<file path="config.mk">
export PLATFORM = sky130hd
export DESIGN_NAME = snake_coord_encoder
export DESIGN_NICKNAME = d
export VERILOG_FILES = /design/src/rtl/snake_coord_encoder.sv
export SDC_FILE = /design/constraint.sdc
export NUM_CORES = 1
export LEC_CHECK = 0
export BUFFER_PORTS_ARGS = -buffer_cell sky130_fd_sc_hd__buf_2
export CAP_MARGIN = 20
export CORE_ASPECT_RATIO = 1.4
export CORE_UTILIZATION = 55
export CTS_BUF_LIST = sky130_fd_sc_hd__clkbuf_16
export DETAILED_ROUTE_END_ITERATION = 16
export PLACE_DENSITY_LB_ADDON = 0.25
export SETUP_SLACK_MARGIN = 0.2
export SLEW_MARGIN = 25
export SYNTH_ARGS = -nofsm -noshare
export SYNTH_HDL_FRONTEND = slang
export SYNTH_SLANG_ARGS = --single-unit
</file>
<file path="constraint.sdc">
create_clock -name clk -period 5.6 [get_ports clk]
set_input_delay 1.12 -clock clk [delete_from_list [all_inputs] [get_ports clk]]
set_output_delay 1.12 -clock clk [all_outputs]
set_load 0.005 [all_outputs]
</file>
<file path="src/rtl/snake_coord_encoder.sv">
// Snake body store and frame streamer: advances the body one cell per step and emits
// clear + one coordinate per clock + done to the LED-matrix frame decoder.
module snake_coord_encoder #(
  parameter int unsigned MAX_LEN   = 32,
  parameter int unsigned INIT_LEN  = 3,
  parameter logic [7:0]  INIT_HEAD = 8'h88
) (
  input  logic       clk,
  input  logic       rst_n,
  input  logic       step,
  input  logic       redraw,
  input  logic [1:0] dir,
  input  logic       grow,
  output logic       clr_out,
  output logic [7:0] coord_out,
  output logic       coord_valid,
  output logic       frame_done,
  output logic       busy,
  output logic [6:0] len,
  output logic       collide
);

  localparam int unsigned IdxW = (MAX_LEN > 1) ? $clog2(MAX_LEN) : 1;

  localparam logic [1:0] DirUp    = 2'b00;
  localparam logic [1:0] DirDown  = 2'b01;
  localparam logic [1:0] DirLeft  = 2'b10;
  localparam logic [1:0] DirRight = 2'b11;

  typedef enum logic [1:0] {StIdle, StClear, StEmit, StDone} state_e;

  state_e            state_q, state_d;
  logic [IdxW-1:0]   idx_q, idx_d;
  logic [6:0]        len_q, len_d;
  logic [1:0]        dir_q, dir_d;
  logic              collide_q, collide_d;
  logic [7:0]        seg_q [MAX_LEN];
  logic [7:0]        seg_d [MAX_LEN];

  logic              clr_q, valid_q, done_q, busy_q;
  logic [7:0]        coord_q, coord_d;

  logic [1:0]        dir_new;
  logic [3:0]        head_x, head_y;
  logic [7:0]        head_new;
  logic              hit;

  // Direction filter, next head and self-collision check for a step in this cycle.
  always_comb begin
    dir_new = dir;
    if (len_q > 7'd1 && dir == {dir_q[1], ~dir_q[0]}) begin
      dir_new = dir_q;
    end

    head_x = seg_q[0][7:4];
    head_y = seg_q[0][3:0];
    unique case (dir_new)
      DirUp:    head_y = seg_q[0][3:0] - 4'd1;
      DirDown:  head_y = seg_q[0][3:0] + 4'd1;
      DirLeft:  head_x = seg_q[0][7:4] - 4'd1;
      DirRight: head_x = seg_q[0][7:4] + 4'd1;
      default:  head_x = seg_q[0][7:4];
    endcase
    head_new = {head_x, head_y};

    // The tail cell only counts when growing, since otherwise it vacates this step.
    hit = 1'b0;
    for (int k = 0; k < int'(MAX_LEN); k++) begin
      if (seg_q[k] == head_new &&
          ((k + 2 <= int'(len_q)) || (grow && (k + 1 <= int'(len_q))))) begin
        hit = 1'b1;
      end
    end
  end

  always_comb begin
    state_d   = state_q;
    idx_d     = idx_q;
    len_d     = len_q;
    dir_d     = dir_q;
    collide_d = collide_q;
    seg_d     = seg_q;

    unique case (state_q)
      StIdle: begin
        if (step) begin
          state_d = StClear;
          dir_d   = dir_new;
          if (hit) begin
            collide_d = 1'b1;
          end else begin
            seg_d[0] = head_new;
            for (int k = 1; k < int'(MAX_LEN); k++) begin
              seg_d[k] = seg_q[k-1];
            end
            if (grow && len_q < 7'(MAX_LEN)) begin
              len_d = len_q + 7'd1;
            end
          end
        end else if (redraw) begin
          state_d = StClear;
        end
      end
      StClear: begin
        state_d = StEmit;
        idx_d   = '0;
      end
      StEmit: begin
        if (7'(idx_q) == len_q - 7'd1) begin
          state_d = StDone;
        end else begin
          idx_d = idx_q + 1'b1;
        end
      end
      StDone:  state_d = StIdle;
      default: state_d = StIdle;
    endcase

    // Body is stable outside IDLE, so the coordinate can be fetched one cycle ahead.
    coord_d = (state_d == StEmit) ? seg_q[idx_d] : coord_q;
  end

  always_ff @(posedge clk or negedge rst_n) begin
    if (!rst_n) begin
      state_q   <= StIdle;
      idx_q     <= '0;
      len_q     <= 7'(INIT_LEN);
      dir_q     <= DirRight;
      collide_q <= 1'b0;
      for (int i = 0; i < int'(MAX_LEN); i++) begin
        seg_q[i] <= {INIT_HEAD[7:4] - 4'(i), INIT_HEAD[3:0]};
      end
      clr_q     <= 1'b0;
      valid_q   <= 1'b0;
      done_q    <= 1'b0;
      busy_q    <= 1'b0;
      coord_q   <= 8'h00;
    end else begin
      state_q   <= state_d;
      idx_q     <= idx_d;
      len_q     <= len_d;
      dir_q     <= dir_d;
      collide_q <= collide_d;
      seg_q     <= seg_d;
      clr_q     <= (state_d == StClear);
      valid_q   <= (state_d == StEmit);
      done_q    <= (state_d == StDone);
      busy_q    <= (state_d != StIdle);
      coord_q   <= coord_d;
    end
  end

  assign clr_out     = clr_q;
  assign coord_out   = coord_q;
  assign coord_valid = valid_q;
  assign frame_done  = done_q;
  assign busy        = busy_q;
  assign len         = len_q;
  assign collide     = collide_q;

endmodule

</file>
==> metrics.md, run 1 <==
| Metric | Value |
|---|---|
| Remaining global-route overflow | 0 |
| Top-count cell post-synth | nand2_1 |
| Arr. time, crit path | 6.01 ns |
| Wirelength, routed | 68700 um |
| Synth Instances | 1966 |
| Sequential share of the synthesized area | 38.23% |
| # nets final | 2136 |
| GR Layer Usage met2 | 60.12% |
| Total power | 4.610 mW |
| Final antenna-violating net count | 0 |
| Sw Ratio | 24.80% |
| CP max stage delay | 0.53 ns |
| Outcome | finished, final reports clean |
| Total number of vias | 16960 |
| Buf+Inv Stages, Crit Path | 10 |
| Synthesized area per cell | 9.654 um^2 |
| M3 GR Usage | 6.528% |
| DRC viols | 0 |
| Grt peak-use layer | met2 |
| Leading area contributor after synthesis | dfrtp_1 |
| Pwr dens | 196.2 mW/mm^2 |
| Total track usage | 37.17% |
| Kind of critical path | register to register |
| CTS H-tree depth | 1 |
| Post-synth top flop | dfrtp_1 |
| Register Area | 0.007258 mm^2 |
| CP required | 6.07 ns |
| RSZ-0062 raised after global routing | yes |
| Max transition margin | 35.29% |
| Initial core utilization | 55.77% |
| Die X | 159.0 um |
| CTS Buffer Depth | 3 |
| Clk Latency, worst-skew pair | 0.59 ns |
| Sequential power share | 44.7% |
| Port Buf Inserts | 26 |
| Pin count of the biggest net entering global routing | 117 |
| Root buffer cell | clkbuf_16 |
| Top achievable clock speed | 180.7 MHz |
| Final Non-Filler Cells | 2590 |
| Vias in the first global route | 16410 |
| Peak supply drop | 0.2390 mV |
| CTS buffer count | 31 |
| Gpl congestion | 0.9936 |
| P&R area growth vs syn | 23.80% |
| Cts hold-fix bufs | 0 |
| Clock power frac | 46.9% |
| First-pass GRT wire length | 100000 um |
| Worst path most repeated cell | buf_4 |
| Setup Viol. Count Final | 0 |
| Dpl ws | -1.018 ns |
| Multi-input combinational cell area | 0.01190 mm^2 |
| # fillers | 2573 |
| # rows | 80 |
| Drt first-iter violations | 1707 |
| Setup_tns | 0 ns |
| Routed len/inst | 26.53 um |
| Syn nets | 1989 |
| Die Y-Extent | 221.8 um |
| Post-synth ARST share | 100.0% |
| Crit. End Element | register |
| Setup Skew | 0.01368 ns |
| Number of flops mapped to enable cells by yosys | 0 |
| Cell Area, Synth | 0.01898 mm^2 |
| Max FO, Critical Path | 7 |
| CTS tree | done |
| Top-level port count | 27 |
| Synth top cells by count | nand2_1, mux2_2, dfrtp_1, xnor2_1, nand3_1 |
| Max Cap Viol | 0 |
| Crit path launch type | register |
| Initial antenna violation count | 1 |
| DP Wirelength | 46760 um |
| CTS sink cnt | 285 |
| Yosys reg bits | 285 |
| Share of the synthesized area in the top cell type | 24.39% |
| GR Util met1 | 44.57% |
| Cell internal pwr | 3.467 mW |
| HP Class | register to register |
| Util after Layout | 69.04% |
| Final period util | 98.82% |
| Comb power frac | 8.4% |
| CTS clk-pin slew, worst paths | 0.06 ns |
| Slew Viols, Final | 0 |
| Leak | 10.08 nW |
| Tmin final | 5.534 ns |
| Final WS setup | 0.06629 ns |
| Final Hold Vio Count | 0 |
| Placed Cells | 2474 |
| Critical path's top delay family | buffers and inverters |
| Layout cells sized above 1 | 34.24% |
| Core area | 0.03403 mm^2 |
| Via/cell ratio | 6.547 |
| Die area | 0.03527 mm^2 |
| Netlist cell types | 79 |
| Drt pass-1 iters | 6 |
| Switch Pwr | 1.143 mW |
| Slowest stage cell, crit path | dfstp_2 |
| Worst slew pin tran | 0.9582 ns |
| Top post-synthesis cells by area | dfrtp_1, dfstp_2, mux2_2 |
| Warnings from Yosys | 0 |
==> layer usage <==
metal / vias up / part of all wire, %
li1: 7274 / -
met1: 8333 / 36
met2: 1009 / 47
met3: 341 / 8.4
met4: 0 / 8.9
met5: - / 0
==> area by class of cell <==
cell class,instances,area share (%)
flip-flops and latches,285,30.89
clock buffers,31,3.301
inverters,34,0.5538
repair buffers,248,11.00
well taps,451,2.401
multi-input cells,1513,50.65
diodes,1,0.01065
clock inverters,27,1.193
==> logic make-up after synthesis <==
logic type               count (synthesis)  synth area share, %
AND/OR/NAND/NOR                        611                14.71
multiplexers                           277                16.32
adder cells (fa/ha/maj)                 16                1.134
AO/OA/AOI/OAI                          310                11.06
XOR/XNOR                               299                14.59
flip-flops                             285                38.23
buffers and inverters                  168                3.955
==> stage by stage <==
stage	instance area [um^2]	hold slack, ns
after floorplan	19320	0.4657
after global placement	20690	0.4636
after detailed placement	20690	0.4650
after CTS	22420	0.4828
after global routing	23500	0.4911
final	23500	0.4768
==> sequential cells by signal, indices dropped and copies added, names as in the netlist <==
| register | count |
|---|---|
| seg_q | 256 |
| coord_out | 8 |
| len | 7 |
| idx_q | 5 |
| dir_q | 2 |
| state_q | 2 |
| busy | 1 |
| clr_out | 1 |
| collide | 1 |
| coord_valid | 1 |
| frame_done | 1 |
==> power by group through the flow <==
stage | sequential (mW) | combinational [mW] | clock (mW)
after floorplan | 2.10 | 0.172 | 0
after global placement | 2.10 | 0.339 | 0
after detailed placement | 2.10 | 0.342 | 0
after CTS | 2.06 | 0.366 | 2.18
after global routing | 2.06 | 0.407 | 2.25
final | 2.06 | 0.385 | 2.16
==> path summary, 6_finish.rpt <==
check / from / to / slack [ns] / depth (start not counted)
max reg2reg: len[1] / seg_q[111] / 0.07 / 26
min reg2reg: collide / collide / 0.48 / 1
min in group asynchronous: rst_n / seg_q[193] / 0.58 / 1
max in group asynchronous: rst_n / seg_q[87] / 3.88 / 2
max: len[1] / seg_q[111] / 0.07 / 26
min: collide / collide / 0.48 / 1
==> layout by cell type (no fill, tap or decap), drive strengths merged, types with 9 or more instances in the layout <==
master / Yosys / final
a2111oi: 17 / 17
a211oi: 9 / 9
a21oi: 64 / 64
a31oi: 37 / 37
and3: 9 / 9
buf: 64 / 232
clkbuf: 70 / 47
clkinv: 2 / 13
dfrtp: 185 / 185
dfstp: 100 / 100
ha: 14 / 14
inv: 32 / 40
mux2: 249 / 249
mux2i: 28 / 28
nand2: 276 / 276
nand2b: 9 / 9
nand3: 111 / 111
nand4: 19 / 19
nor2: 83 / 83
nor3: 34 / 34
nor4: 22 / 22
o2111ai: 17 / 17
o211ai: 13 / 13
o21ai: 60 / 60
o221ai: 10 / 10
o22ai: 13 / 13
or2: 9 / 9
xnor2: 183 / 183
xnor3: 9 / 9
xor2: 107 / 107
==> what timing repair did <==
item / CTS / global route
pin swaps: 19 / 17
buffers inserted: 19 / 12
cloned: 5 / 21
endpoints found under the setup margin: 263 / 261
resized for setup: 71 / 129
No activity file was read; power rests on OpenSTA's default activity.
==> inputs of run 2 (changes only) <==
--- a/config.mk
+++ b/config.mk
@@ -5,13 +5,13 @@
 export SDC_FILE = /design/constraint.sdc
 export NUM_CORES = 1
 export LEC_CHECK = 0
+export ABC_AREA = 1
 export BUFFER_PORTS_ARGS = -buffer_cell sky130_fd_sc_hd__buf_2
 export CAP_MARGIN = 20
 export CORE_ASPECT_RATIO = 1.4
 export CORE_UTILIZATION = 55
-export CTS_BUF_LIST = sky130_fd_sc_hd__clkbuf_16
 export DETAILED_ROUTE_END_ITERATION = 16
-export PLACE_DENSITY_LB_ADDON = 0.25
+export PLACE_DENSITY = 0.83
 export SETUP_SLACK_MARGIN = 0.2
 export SLEW_MARGIN = 25
 export SYNTH_ARGS = -nofsm -noshare
==> metrics.md, run 2 <==
| Metric | Value |
|---|---|
| Drt pass-1 iters | 6 |
| CTS tree | done |
| Arr. time, crit path | 5.57 ns |
| Max FFs per register | 256 |
| Remaining global-route overflow | 0 |
| Synthesized area per cell | 7.161 um^2 |
| Netlist cell types | 44 |
| Post-synth top flop | dfrtp_1 |
| R2r startpoint | len[1] |
| Via/cell ratio | 5.894 |
| First-pass GRT wire length | 91430 um |
| Yosys reg bits | 285 |
| Layout cells sized above 1 | 12.03% |
| Peak supply drop | 0.8272 mV |
| Crit path launch type | register |
| Top post-synthesis cells by area | dfrtp_1, nand2_1, dfstp_2 |
| Worst path most repeated cell | nand2_1 |
| CP max stage delay | 0.60 ns |
| Max transition margin | 32.30% |
| Core area | 0.03331 mm^2 |
| Flop2flop setup slack | 0.49 ns |
| DP Wirelength | 39880 um |
| Setup Viol. Count Final | 0 |
| CTS buffer count | 31 |
| Final Non-Filler Cells | 3064 |
| RSZ-0062 raised after global routing | no |
| Warnings from Yosys | 0 |
| CP required | 6.06 ns |
| # rows | 79 |
| Drt first-iter violations | 2100 |
| Final Hold Vio Count | 0 |
| CTS Buffer Depth | 3 |
| Slowest stage cell, crit path | dfstp_2 |
| Share of the synthesized area in the top cell type | 24.88% |
| Most frequent cells in the layout | nand2_1, inv_1, nand3_1 |
| Sequential share of the synthesized area | 39.00% |
| Die area | 0.03458 mm^2 |
| Wirelength, routed | 57360 um |
| Pin count of the biggest net entering global routing | 123 |
| CTS clk-pin slew, worst paths | 0.07 ns |
| Final Cell Area | 0.02053 mm^2 |
| Largest Register | seg_q |
| Top-level port count | 27 |
| Cell Area, Synth | 0.01861 mm^2 |
| Slew Viols, Final | 0 |
| Cts hold-fix bufs | 0 |
| Top achievable clock speed | 195.9 MHz |
| Critical Path Start | len[1] |
| Initial antenna violation count | 1 |
| Total track usage | 34.00% |
| P&R area growth vs syn | 10.36% |
| Leading area contributor after synthesis | dfrtp_1 |
| R2r endpoint | seg_q[252] |
| # nets final | 2617 |
| Placed Cells | 3002 |
| CTS H-tree depth | 1 |
| Synth top cells by count | nand2_1, inv_1, nand3_1, o21ai_1, dfrtp_1 |
| Crit. End Element | register |
| Vias in the first global route | 17450 |
| Kind of critical path | register to register |
| Final antenna-violating net count | 0 |
| DP Area | 0.01948 mm^2 |
| Port Buf Inserts | 26 |
| Post-synth ARST share | 100.0% |
| Number of flops mapped to enable cells by yosys | 0 |
| Die Y-Extent | 219.6 um |
| Syn nets | 2621 |
| CTS sink cnt | 285 |
| Final period util | 91.16% |
| Max FO, Critical Path | 39 |
| Tmin final | 5.105 ns |
| Setup Skew | 0.02823 ns |
| R2R cell count | 34 |
| Die X | 157.4 um |
| Commonest non-fill, non-tap cell in the layout | nand2_1 |
| Gpl congestion | 0.9432 |
| Synth Instances | 2598 |
| Leak | 9.260 nW |
| HP Class | input pin to async pin |
| Top-count cell post-synth | nand2_1 |
| Pwr dens | 599.9 mW/mm^2 |
| Routed len/inst | 18.72 um |
| Clk Latency, worst-skew pair | 0.60 ns |
| Root buffer cell | clkbuf_16 |
| DRC viols | 0 |
| Max Cap Viol | 0 |
| Total number of vias | 18060 |
| Outcome | finished, final reports clean |
| Initial core utilization | 55.85% |
| Worst slew pin tran | 1.016 ns |
| Setup_tns | 0 ns |
## run 2: worst max-delay path by stage
stage | endpoint | slack, ns | depth (start not counted)
after floorplan | seg_q[16] | 1.07 | 30
after global placement | seg_q[252] | 0.21 | 34
after detailed placement | seg_q[252] | 0.06 | 34
after CTS | seg_q[63] | 0.49 | 33
after global routing | seg_q[56] | 0.22 | 34
final | seg_q[252] | 0.49 | 34
## run 2: cell families after synthesis
group	count (synthesis)	share of synthesized area, %
buffers and inverters	474	11.20
AO/OA/AOI/OAI	451	14.09
adder cells (fa/ha/maj)	16	1.157
XOR/XNOR	140	6.590
AND/OR/NAND/NOR	1232	27.96
flip-flops	285	39.00
## run 2: routing by layer
metal | vias to the layer above | GRT usage [%] | share of wire (%)
met5 | - | 0 | 0
li1 | 8415 | - | -
met3 | 240 | 5.034 | 8.4
met2 | 899 | 54.65 | 47
met1 | 8505 | 42.13 | 38
met4 | 0 | 23.11 | 6.6
## run 2: worst max-delay path, delay by kind of cell (launching register included)
family	cells	cell delay, ns
AND/OR/NAND/NOR	21	2.20
buffers and inverters	9	1.30
adder cells (fa/ha/maj)	2	0.54
flip-flops	1	0.60
AO/OA/AOI/OAI	2	0.29
## run 2: metrics by stage
| stage | setup WS [ns] | power, mW | utilization (%) | hold WS, ns |
|---|---|---|---|---|
| floorplan | 1.074 | 7.602 | - | 0.4419 |
| global placement | 0.2066 | 9.943 | 58.47 | 0.4544 |
| detailed placement | 0.06152 | 10.06 | 58.47 | 0.4588 |
| CTS | 0.4860 | 12.12 | 61.43 | 0.4719 |
| global route | 0.2240 | 13.02 | 61.64 | 0.4074 |
| finish | 0.4948 | 12.32 | 61.64 | 0.3769 |
## run 2: repair_timing
action                                  in CTS  in global routing
endpoints found under the setup margin       0                253
gates resized for setup                      0                  7
endpoints found under the hold margin        0                  0
buffers inserted                             0                  3
## run 2: area by class of cell
type                            count  area [um^2]
Fill cell                        2882        12780
Inverter                          321         1209
Multi-Input combinational cell   1839         9309
Antenna cell                        1        2.502
Clock buffer                       44        884.6
Timing Repair Buffer              116         1211
Clock inverter                     13        100.1
Sequential cell                   285         7261
Tap cell                          445        556.8
## run 2: report_power, final
group / switching [mW] / internal (mW)
sequential: 0.150 / 2.28
clock: 0.887 / 1.14
combinational: 5.40 / 2.47
total: 6.43 / 5.88
==> inputs of run 3 (changes only) <==
--- a/config.mk
+++ b/config.mk
@@ -8,10 +8,12 @@
 export ABC_AREA = 1
 export BUFFER_PORTS_ARGS = -buffer_cell sky130_fd_sc_hd__buf_2
 export CAP_MARGIN = 20
+export CELL_PAD_IN_SITES_DETAIL_PLACEMENT = 1
+export CELL_PAD_IN_SITES_GLOBAL_PLACEMENT = 2
 export CORE_ASPECT_RATIO = 1.4
-export CORE_UTILIZATION = 55
+export CORE_UTILIZATION = 34
 export DETAILED_ROUTE_END_ITERATION = 16
-export PLACE_DENSITY = 0.83
+export PLACE_DENSITY = 0.86
 export SETUP_SLACK_MARGIN = 0.2
 export SLEW_MARGIN = 25
 export SYNTH_ARGS = -nofsm -noshare
==> metrics.md, run 3 (synthesized netlist as in run 2, its figures left out) <==
| Metric | Value |
|---|---|
| Arr. time, crit path | 5.67 ns |
| Outcome | finished, final reports clean |
| Worst path most repeated cell | nand2_1 |
| Pwr dens | 615.6 mW/mm^2 |
| Peak supply drop | 0.5473 mV |
| Drt first-iter violations | 1027 |
| Setup Skew | 0.02091 ns |
| Total number of vias | 17790 |
| RSZ-0062 raised after global routing | no |
| Leak | 9.303 nW |
| Initial core utilization | 34.40% |
| Remaining global-route overflow | 0 |
| CTS Buffer Depth | 3 |
| Crit path launch type | register |
| Total track usage | 25.17% |
| CTS sink cnt | 285 |
| Ant. Diodes | 0 |
| Die area | 0.05567 mm^2 |
| Commonest non-fill, non-tap cell in the layout | nand2_1 |
| Gpl congestion | 0.9086 |
| CP required | 6.01 ns |
| Final antenna-violating net count | 0 |
| Util after Layout | 38.74% |
| Final Non-Filler Cells | 3343 |
| Cts hold-fix bufs | 0 |
| DP Wirelength | 48930 um |
| Setup_tns | 0 ns |
| Vias in the first global route | 18600 |
| Tmin final | 5.258 ns |
| Largest Register | seg_q |
| Max FO, Critical Path | 41 |
| CP max stage delay | 0.69 ns |
| Via/cell ratio | 5.323 |
| Port Buf Inserts | 26 |
| Drt pass-1 iters | 5 |
| First-pass GRT wire length | 108200 um |
| Top achievable clock speed | 190.2 MHz |
| Die Y-Extent | 278.8 um |
| Final WS setup | 0.3417 ns |
| HP Class | register to register |
| P&R area growth vs syn | 12.61% |
| Root buffer cell | clkbuf_16 |
| Max FFs per register | 256 |
| Slew Viols, Final | 0 |
| CTS H-tree depth | 2 |
| Worst slew pin tran | 1.074 ns |
| Slowest stage cell, crit path | dfrtp_1 |
| Core area | 0.05409 mm^2 |
| Die X | 199.7 um |
| # nets final | 2619 |
| Wirelength, routed | 68690 um |
| Max transition margin | 28.43% |
| Final period util | 93.90% |
| DRC viols | 0 |
| Most frequent cells in the layout | nand2_1, inv_1, nand3_1 |
| Setup Viol. Count Final | 0 |
| CTS tree | done |
| Final Hold Vio Count | 0 |
| CTS buffer count | 34 |
| # rows | 101 |
| Kind of critical path | register to register |
| Clk Latency, worst-skew pair | 0.55 ns |
| CTS clk-pin slew, worst paths | 0.06 ns |
| Final hold slack | 0.4703 ns |
| Max Cap Viol | 0 |
| Initial antenna violation count | 0 |
| Layout cells sized above 1 | 12.24% |
| Routed len/inst | 20.55 um |
| Pin count of the biggest net entering global routing | 120 |
| Dpl ws | -0.1354 ns |
| Crit. End Element | register |
| Top-level port count | 27 |
| Placed Cells | 3276 |
## run 3: final timing paths
path | startpoint | cells after the start | end | slack, ns
max | len[3] | 32 | seg_q[241] | 0.34
min | seg_q[136] | 2 | seg_q[136] | 0.47
max reg2reg | len[3] | 32 | seg_q[241] | 0.34
min reg2reg | seg_q[136] | 2 | seg_q[136] | 0.47
max in group asynchronous | rst_n | 2 | seg_q[34] | 3.61
min in group asynchronous | rst_n | 1 | seg_q[223] | 0.61
## run 3: cell type report
class	count	area [um^2]
Inverter	321	1210
Clock buffer	50	960.9
Timing Repair Buffer	115	1141
Multi-Input combinational cell	1839	9349
Tap cell	721	902.1
Clock inverter	12	128.9
Fill cell	6812	33140
Sequential cell	285	7259
## run 3: worst max-delay path: cells and delay by family, from the launching register on
kind	cells	cell delay [ns]
simple gates	20	2.09
buf+inv	9	1.39
flops	1	0.69
fa+ha+maj	1	0.50
compound gates	2	0.40
## run 3: timing repair
| action | CTS | global route |
|---|---|---|
| endpoints found under the setup margin | 0 | 261 |
| resized for setup | 0 | 13 |
| buffers inserted | 0 | 4 |
## run 3: metal layers
layer / wire (um) / share of wire (%) / up-vias / track usage [%]
met5: 0 / 0 / - / 0
met3: 2030 / 3.0 / 131 / 2.404
met1: 29030 / 42 / 8924 / 30.76
li1: - / - / 8405 / -
met4: 3106 / 4.5 / 0 / 11.41
met2: 34530 / 50 / 334 / 44.20
## run 3: where the power goes
| group | internal (mW) | total, mW | switching (mW) |
|---|---|---|---|
| Combinational | 2.48 | 8.22 | 5.74 |
| Clock | 1.29 | 2.25 | 0.959 |
| Sequential | 2.28 | 2.43 | 0.148 |
| Total | 6.05 | 12.9 | 6.85 |
## run 3: stage by stage
step / instance area (um^2) / power (mW)
after global placement: 19750 / 10.36
after floorplan: 18610 / 7.602
after detailed placement: 19750 / 10.54
after CTS: 20840 / 12.87
final: 20950 / 12.90
after global routing: 20950 / 13.77
